### src/rtl/timing_mgr_pkg.sv
// Shared types and constants for the sensor timing sequencer.
// Sensor indices must track the sensor_e ordering used by the driver.
package timing_mgr_pkg;

    localparam int unsigned N_SENSORS_DEF = 10;
    localparam int unsigned TIME_W_DEF    = 16;
    localparam int unsigned RATIO_W_DEF   = 16;

    typedef enum logic {
        IDLE = 1'b0,
        ACQ  = 1'b1
    } state_e;

    localparam int unsigned ADC     = 0;
    localparam int unsigned ENCODER = 1;
    localparam int unsigned AMDS0   = 2;
    localparam int unsigned AMDS1   = 3;
    localparam int unsigned AMDS2   = 4;
    localparam int unsigned AMDS3   = 5;
    localparam int unsigned EDDY0   = 6;
    localparam int unsigned EDDY1   = 7;
    localparam int unsigned EDDY2   = 8;
    localparam int unsigned EDDY3   = 9;

endpackage

### src/rtl/timing_capture_ch.sv
// One sensor channel: done edge detect, latency capture and timeout flag.
// Optional max-latency tracking is built when TIMING_MGR_MAXTIME_EN is defined.
module timing_capture_ch
    import timing_mgr_pkg::*;
#(
    parameter int unsigned TIME_W = TIME_W_DEF
) (
    input  logic              clk,
    input  logic              rst,
    input  logic              start,
    input  logic              acq,
    input  logic              mask_bit,
    input  logic              done,
    input  logic [TIME_W-1:0] count_time,
    input  logic              timeout_hit,
`ifdef TIMING_MGR_MAXTIME_EN
    input  logic              clr_stats,
    output logic [TIME_W-1:0] max_time,
`endif
    output logic              cap_evt,
    output logic              captured,
    output logic [TIME_W-1:0] sensor_time,
    output logic              timed_out
);

    logic done_q;

    assign cap_evt = acq & mask_bit & ~captured & done & ~done_q;

    always_ff @(posedge clk) begin
        if (rst) begin
            done_q      <= 1'b0;
            captured    <= 1'b0;
            sensor_time <= '0;
            timed_out   <= 1'b0;
        end else begin
            done_q <= done;
            if (start) begin
                captured  <= 1'b0;
                timed_out <= 1'b0;
            end else begin
                if (cap_evt) begin
                    captured    <= 1'b1;
                    sensor_time <= count_time;
                end
                // A capture in the timeout cycle still counts as on time.
                if (timeout_hit && mask_bit && !captured && !cap_evt)
                    timed_out <= 1'b1;
            end
        end
    end

`ifdef TIMING_MGR_MAXTIME_EN
    always_ff @(posedge clk) begin
        if (rst) begin
            max_time <= '0;
        end else if (clr_stats) begin
            max_time <= cap_evt ? count_time : '0;
        end else if (cap_evt && (count_time > max_time)) begin
            max_time <= count_time;
        end
    end
`endif

endmodule

### src/rtl/sensor_timing_sequencer.sv
// Sensor acquisition trigger sequencer with per-channel latency capture,
// timeout and overrun counting. Optional feature macro: TIMING_MGR_MAXTIME_EN.
module sensor_timing_sequencer
    import timing_mgr_pkg::*;
#(
    parameter int unsigned N_SENSORS = N_SENSORS_DEF,
    parameter int unsigned TIME_W    = TIME_W_DEF,
    parameter int unsigned RATIO_W   = RATIO_W_DEF
) (
    input  logic                        clk,
    input  logic                        rst,
    input  logic                        auto_mode,
    input  logic                        manual_trig_req,
    input  logic                        event_qualifier,
    input  logic [RATIO_W-1:0]          user_ratio,
    input  logic [N_SENSORS-1:0]        en_bits,
    input  logic [N_SENSORS-1:0]        done,
    input  logic                        sched_src_mode,
    input  logic                        isr_ack,
    input  logic [TIME_W-1:0]           timeout_limit,
`ifdef TIMING_MGR_MAXTIME_EN
    input  logic                        clr_stats,
    output logic [N_SENSORS*TIME_W-1:0] max_time,
`endif
    output logic [N_SENSORS-1:0]        en_out,
    output logic                        trigger,
    output logic                        busy,
    output logic                        sched_isr,
    output logic [TIME_W-1:0]           count_time,
    output logic [N_SENSORS*TIME_W-1:0] sensor_time,
    output logic [N_SENSORS-1:0]        timed_out,
    output logic [15:0]                 overrun_cnt
);

    state_e               state, state_nx;
    logic [RATIO_W-1:0]   ev_cnt;
    logic                 pending;
    logic [N_SENSORS-1:0] mask;
    logic [N_SENSORS-1:0] cap_evt;
    logic [N_SENSORS-1:0] captured;
    logic                 ratio_hit;
    logic                 trig_cond;
    logic                 timeout_hit;
    logic                 all_done;
    logic                 take;
    logic                 acq_end;
    logic                 overrun_evt;
    logic                 isr_set;

    assign ratio_hit   = event_qualifier && (ev_cnt == user_ratio);
    assign trig_cond   = (auto_mode & ratio_hit) | (pending & event_qualifier);
    assign timeout_hit = (state == ACQ) && (timeout_limit != '0) && (count_time == timeout_limit);
    assign all_done    = &(~mask | captured | cap_evt);
    assign isr_set     = (sched_src_mode && (en_bits != '0)) ? acq_end : ratio_hit;
    assign en_out      = en_bits;
    assign busy        = (state == ACQ);

    always_comb begin
        state_nx    = state;
        take        = 1'b0;
        acq_end     = 1'b0;
        overrun_evt = 1'b0;
        case (state)
            IDLE: begin
                if (trig_cond && (en_bits != '0)) begin
                    take     = 1'b1;
                    state_nx = ACQ;
                end
            end
            ACQ: begin
                overrun_evt = trig_cond;
                if (all_done || timeout_hit) begin
                    acq_end  = 1'b1;
                    state_nx = IDLE;
                end
            end
            default: state_nx = IDLE;
        endcase
    end

    always_ff @(posedge clk) begin
        if (rst) state <= IDLE;
        else     state <= state_nx;
    end

    always_ff @(posedge clk) begin
        if (rst) begin
            ev_cnt      <= '0;
            pending     <= 1'b0;
            mask        <= '0;
            trigger     <= 1'b0;
            count_time  <= '0;
            overrun_cnt <= '0;
            sched_isr   <= 1'b0;
        end else begin
            if (event_qualifier)
                ev_cnt <= ratio_hit ? '0 : ev_cnt + 1'b1;
            // A request landing in the issuing cycle survives for the next trigger.
            pending <= manual_trig_req | (pending & ~take);
            trigger <= take;
            if (take) begin
                mask       <= en_bits;
                count_time <= '0;
            end else if (count_time != '1) begin
                count_time <= count_time + 1'b1;
            end
`ifdef TIMING_MGR_MAXTIME_EN
            if (clr_stats)
                overrun_cnt <= '0;
            else
`endif
            if (overrun_evt && (overrun_cnt != 16'hFFFF))
                overrun_cnt <= overrun_cnt + 16'd1;
            if (isr_set)
                sched_isr <= 1'b1;
            else if (isr_ack)
                sched_isr <= 1'b0;
        end
    end

    for (genvar i = 0; i < N_SENSORS; i++) begin : g_ch
        timing_capture_ch #(
            .TIME_W(TIME_W)
        ) u_ch (
            .clk         (clk),
            .rst         (rst),
            .start       (take),
            .acq         (busy),
            .mask_bit    (mask[i]),
            .done        (done[i]),
            .count_time  (count_time),
            .timeout_hit (timeout_hit),
`ifdef TIMING_MGR_MAXTIME_EN
            .clr_stats   (clr_stats),
            .max_time    (max_time[i*TIME_W +: TIME_W]),
`endif
            .cap_evt     (cap_evt[i]),
            .captured    (captured[i]),
            .sensor_time (sensor_time[i*TIME_W +: TIME_W]),
            .timed_out   (timed_out[i])
        );
    end

endmodule

### config.mk
export PLATFORM = sky130hd
export DESIGN_NAME = sensor_timing_sequencer
export DESIGN_NICKNAME = d
export VERILOG_FILES = /design/src/rtl/timing_mgr_pkg.sv /design/src/rtl/timing_capture_ch.sv /design/src/rtl/sensor_timing_sequencer.sv
export SDC_FILE = /design/constraint.sdc
export NUM_CORES = 1
export LEC_CHECK = 0
export CORE_UTILIZATION = 51
export CTS_CLUSTER_SIZE = 10
export DETAILED_ROUTE_END_ITERATION = 8
export HOLD_SLACK_MARGIN = 0.06
export PLACE_DENSITY = 0.92
export SETUP_SLACK_MARGIN = 0.4
export SYNTH_ARGS = -nofsm -noshare
export SYNTH_HDL_FRONTEND = slang
export SYNTH_HIERARCHICAL = 1
export SYNTH_SLANG_ARGS = --single-unit
### constraint.sdc
create_clock -name clk -period 3.1 [get_ports clk]
set_input_delay 0.465 -clock clk [delete_from_list [all_inputs] [get_ports clk]]
set_output_delay 0.465 -clock clk [all_outputs]
set_load 0.02 [all_outputs]
* Yosys cells after proc, flatten, opt, wreduce, memory -nomap -nowiden
Index checks and enable logic that the tools add are counted.
Word-level totals: register bits 252, bits in latches 0, memory bits (writable) 0, memory bits (read-only) 0, output and inout port bits 215, word-level logic and storage cells 208, memories 0
Cells by class: $add $sub $neg 3, multiply operators 0, divide/modulo/power cells 0, $lt $le $gt $ge 0, equal/unequal tests 4, shifts and indexed selects 0, muxes and demuxes 11, bitwise operators 70, reductions and logical operators 72
Operator list (number):
- $add 16x1->16 const B | 3
- $and 1x1->1 | 43
- $logic_and 1x1->1 | 36
- $eq 16x16->1 | 2
- $ne 16x16->1 const B | 2
- $not 1->1 | 22
- $logic_not 1->1 | 20
- $or 10x10->10 | 2
- $reduce_and 2->1 | 10
- $mux 16 | 1
- $reduce_bool 16->1 | 1
- $not 10->10 | 1
- $reduce_and 10->1 | 1
- $reduce_bool 10->1 | 1
- $mux 1 | 9
- $or 1x1->1 | 2
- $pmux 1 s2 | 1
- $reduce_bool 2->1 | 1
- $reduce_or 2->1 | 1
- $logic_or 1x1->1 | 1

* Depth between registers and ports, before layout
word-level depth 11, mapped depth 10, mapped depth without buffers 8

* Modules after synthesis
The synthesis kept the hierarchy.
Modules (own cells, without submodules):
- timing_capture_ch | times used 10, cells an instance 81, area each 869.6 um^2, sequential area each 380.4 um^2
- sensor_timing_sequencer | times used 1, cells an instance 408, area each 3350.7 um^2, sequential area each 1241.2 um^2

* Worst setup path before layout
Ideal clock, no wire load.
kind input port to flip-flop, from input user_ratio[13], to register g_ch[0].u_ch.sensor_time[9], arrival time 2.752 ns, path slack 0.228 ns, stages on the path 10, path buffers 2, cells stage by stage xor2_1 -> nor4_1 -> and3_2 -> a32oi_1 -> nand2b_1 -> inv_1 -> nor4b_4 -> buf_6 -> buf_12 -> mux2i_1
Between the ends: longest elaborated chain between the ends 9
Ends and longest elaborated chain:
- start, declared | line sensor_timing_sequencer.sv:15 | input logic [RATIO_W-1:0] user_ratio,
- $eq 16x16->1 | line sensor_timing_sequencer.sv:50 | assign ratio_hit = event_qualifier && (ev_cnt == user_ratio);
- $logic_and 1x1->1 | line sensor_timing_sequencer.sv:50
- $and 1x1->1 | line sensor_timing_sequencer.sv:51 | assign trig_cond = (auto_mode & ratio_hit) | (pending & event_qualifier);
- $or 1x1->1 | line sensor_timing_sequencer.sv:51
- $logic_and 1x1->1 | line sensor_timing_sequencer.sv:65 | if (trig_cond && (en_bits != '0)) begin
- $mux 1 | line sensor_timing_sequencer.sv:65
- $mux 1 | line sensor_timing_sequencer.sv:63 | case (state)
- named net take | line sensor_timing_sequencer.sv:45 | logic take;
- $not 1->1 (no source line)
- $reduce_and 2->1 (no source line)
- end signal, assigned | line timing_capture_ch.sv:44 | sensor_time <= count_time;
- end, declared | line timing_capture_ch.sv:22 | output logic [TIME_W-1:0] sensor_time,
The timed path passes the listed nets, and every way through them passes these cells. A chain may end at the register's enable or synchronous reset.

* Final worst setup path
from register count_time[0], to output count_time[0]
RTL lines:
- start, declared | line sensor_timing_sequencer.sv:29 | output logic [TIME_W-1:0] count_time,
- start signal, assigned | line sensor_timing_sequencer.sv:105 | count_time <= count_time + 1'b1;
No word-level cell between the ends.

==> flow_metrics.env <==
export IMPL_status="finished, final reports clean"
export IMPL_r2r_start="ev_cnt[12]"
export IMPL_endpoint_kind="primary output"
export IMPL_synth_nets=1280
export IMPL_slowest_delay_ps=700
export IMPL_fin_crit_sh_pct=85.37
export IMPL_cp_cell_sequence="buf_4 > clkdlybuf4s50_1"
export IMPL_synth_top_area_cell="dfxtp_1"
export IMPL_cp_required_ps=2630
export IMPL_port_buffers=273
export IMPL_diodes=0
export IMPL_grt_overflow_total=0
export IMPL_wl_per_cell_um=18.66
export IMPL_cts_made_buffers=29
export IMPL_rsz0062_at_grt="no"
export IMPL_core_rowCount=55
export IMPL_drt_pass1_iterations=5
export IMPL_slowest_stage="dfxtp_1"
export IMPL_cts_tree="yes"
export IMPL_insertion_delay_ps=540
export IMPL_synthTopCellsByArea="dfxtp_1, nand2b_1, mux2i_1"
export IMPL_clockPowerShare_pct=43.9
export IMPL_combPwrFrac_pct=6.4
export IMPL_synth_edf_count=0
export IMPL_timing_final_crit_period_ps=2647
export IMPL_worstPathMaxFanout=9
export IMPL_avgSynthCellArea_um2=9.890
export IMPL_drc=0
export IMPL_ys_warn_count=6
export IMPL_drv_slew=0
export IMPL_cpLargestDelayFamily="buffers and inverters"
export IMPL_netlist_area_mm2=0.01205
export IMPL_start_util_pct=52.57
export IMPL_die_x_um=155.7
export IMPL_p_per_area_mw_per_mm2=416.8
export IMPL_synth_cell_types=49
export IMPL_seqPwrFrac_pct=49.8
export IMPL_synth_seq_cells=252
export IMPL_power_total_mw=6.616
export IMPL_final_cells=1806
export IMPL_first_global_vias=9750
export IMPL_holdWs_ps=470.9
export IMPL_switchingPower_mw=1.484
export IMPL_vias=9792
export IMPL_fin_nets=1552
export IMPL_ioPinCount=274
export IMPL_drt_iter0_drc=572
export IMPL_ant_nets=0
export IMPL_p_leak_nw=5.093
export IMPL_cp_startpoint="count_time[0]"
export IMPL_switching_share_pct=22.43
export IMPL_max_slew_worst_pin_slew_ps=917.3
export IMPL_area_delta_synth_final_pct=31.77
export IMPL_maxCapViolations=0
export IMPL_holdBufCountCts=0
export IMPL_peakVddDrop_mv=0.3721
export IMPL_hold_viol=0
export IMPL_grt_max_degree=174
export IMPL_grt_pass1_wl_um=52470
export IMPL_antenna_found_initial=1
export IMPL_clk_pin_slew_ps=50
export IMPL_cp_num_buf_inv=2
export IMPL_die_area_mm2=0.02424
export IMPL_core_mm2=0.02292
export IMPL_hold_start="g_ch[7].u_ch/sensor_time[1]"
export IMPL_ctsRootBufferMaster="clkbuf_16"
export IMPL_synthTopCellsByCount="nand2b_1, dfxtp_1, mux2i_1, nor2_1, clkbuf_1"
export IMPL_intPower_mw=5.132
export IMPL_min_path_type="reg -> reg"
export IMPL_place_inst=1772
export IMPL_ys_flop_type="dfxtp_1"
export IMPL_htreeDepth=1
export IMPL_clock_sinks=252
export IMPL_cts_buffer_depth=3
export IMPL_synthArstFlopShare_pct=0
export IMPL_arrival_ps=2180
export IMPL_path_class="reg -> out"
export IMPL_die_y_um=155.7
export IMPL_setup_violations=0
export IMPL_fin_worst_skew_ps=19.97
export IMPL_tns_ps=0
export IMPL_synth_top_area_share_pct=41.88
export IMPL_place_gp_congestion=0.8678
export IMPL_dpl_hpwl_um=22620
export IMPL_slew_headroom_pct=38.28
export IMPL_fmaxAchievable_ghz=0.3779
export IMPL_critPathLaunchType="flop"
export IMPL_vias_per_cell=5.422
export IMPL_synthCells=1218
export IMPL_layout_drive_gt1_share_pct=7.167
export IMPL_yosysMostFrequentCell="nand2b_1"
export IMPL_grt_usage_pct=27.34
export IMPL_drt_total_wl_um=33710
export IMPL_synth_seq_area_share_pct=41.88
-- stage by stage --
step | instance area (um^2) | setup WS [ps] | utilization (%)
after floorplan | 12070 | 417.2 | -
after global placement | 15120 | 253.7 | 65.98
after detailed placement | 15120 | 198.5 | 65.98
after CTS | 15870 | 464.0 | 69.27
after global routing | 15870 | 427.4 | 69.27
final | 15870 | 453.4 | 69.27
-- registers in the layout, summed over array words and instances, names as in the netlist --
signal,cells
busy,1
count_time,16
ev_cnt,16
g_ch.u_ch/captured,10
g_ch.u_ch/done_q,10
g_ch.u_ch/sensor_time,160
g_ch.u_ch/timed_out,10
mask,10
overrun_cnt,16
pending,1
sched_isr,1
trigger,1
-- placed cells by master, fill, tap and decap left out, drive strengths merged, types with 24 or more instances in the layout --
cell type / synthesis / layout
dfxtp: 252 / 252
nor2: 63 / 63
nand2b: 323 / 323
clkdlybuf4s50: 0 / 272
clkbuf: 42 / 32
buf: 34 / 44
a21oi: 27 / 27
nand2: 24 / 24
xnor2: 36 / 36
mux2i: 163 / 163
-- timing repair --
| item | in CTS | in global routing |
|---|---|---|
| gates resized for setup | 1 | 0 |
| endpoints found under the setup margin | 1 | 0 |
| buffers inserted | 0 | 0 |
-- path summary, 6_finish.rpt --
check,to,slack [ps],cells after the start
max reg2reg,g_ch[8].u_ch/sensor_time[15],720,10
min,g_ch[7].u_ch/sensor_time[1],470,2
min reg2reg,g_ch[7].u_ch/sensor_time[1],470,2
max,count_time[0],450,2
-- power groups by stage --
stage	logic [mW]	clock network (mW)	registers, mW
CTS	0.420	2.95	3.29
global placement	0.408	0	3.36
global route	0.448	3.08	3.29
finish	0.421	2.90	3.29
floorplan	0.235	0	3.36
detailed placement	0.418	0	3.36
-- cell families (layout without fill, tap and decap cells) --
kind of cell | Yosys count | after routing | share of synthesized area (%)
buf+inv | 97 | 372 | 5.401
fa+ha+maj | 3 | 3 | 0.3116
flops | 252 | 252 | 41.88
compound gates | 90 | 90 | 4.944
xor+xnor | 54 | 54 | 3.926
simple gates | 558 | 558 | 29.90
mux | 164 | 164 | 13.64
-- worst reg2reg max path, delay by kind of cell, from the launching register on --
kind	cells	cell delay [ps]
buffers and inverters	3	490
multiplexers	1	250
AO/OA/AOI/OAI	1	190
flip-flops	1	420
AND/OR/NAND/NOR	4	760
XOR/XNOR	1	180
-- metal layers --
metal | up-vias | track usage, % | part of all wire, %
met5 | - | 0 | 0.036
met4 | 2 | 9.057 | 2.5
met3 | 68 | 6.750 | 7.5
met2 | 356 | 46.83 | 49
met1 | 4713 | 33.50 | 41
li1 | 4653 | - | -
-- final cells by class --
cell class / count / area [um^2]
fill: 1663 / 7042
clock buffer: 31 / 733.2
multi-input combinational: 869 / 6382
timing repair buffer: 317 / 3217
inverter: 21 / 82.58
tap: 313 / 391.6
clock inverter: 3 / 18.77
sequential: 252 / 5049
Note: power is estimated with default switching activity, not from simulation.
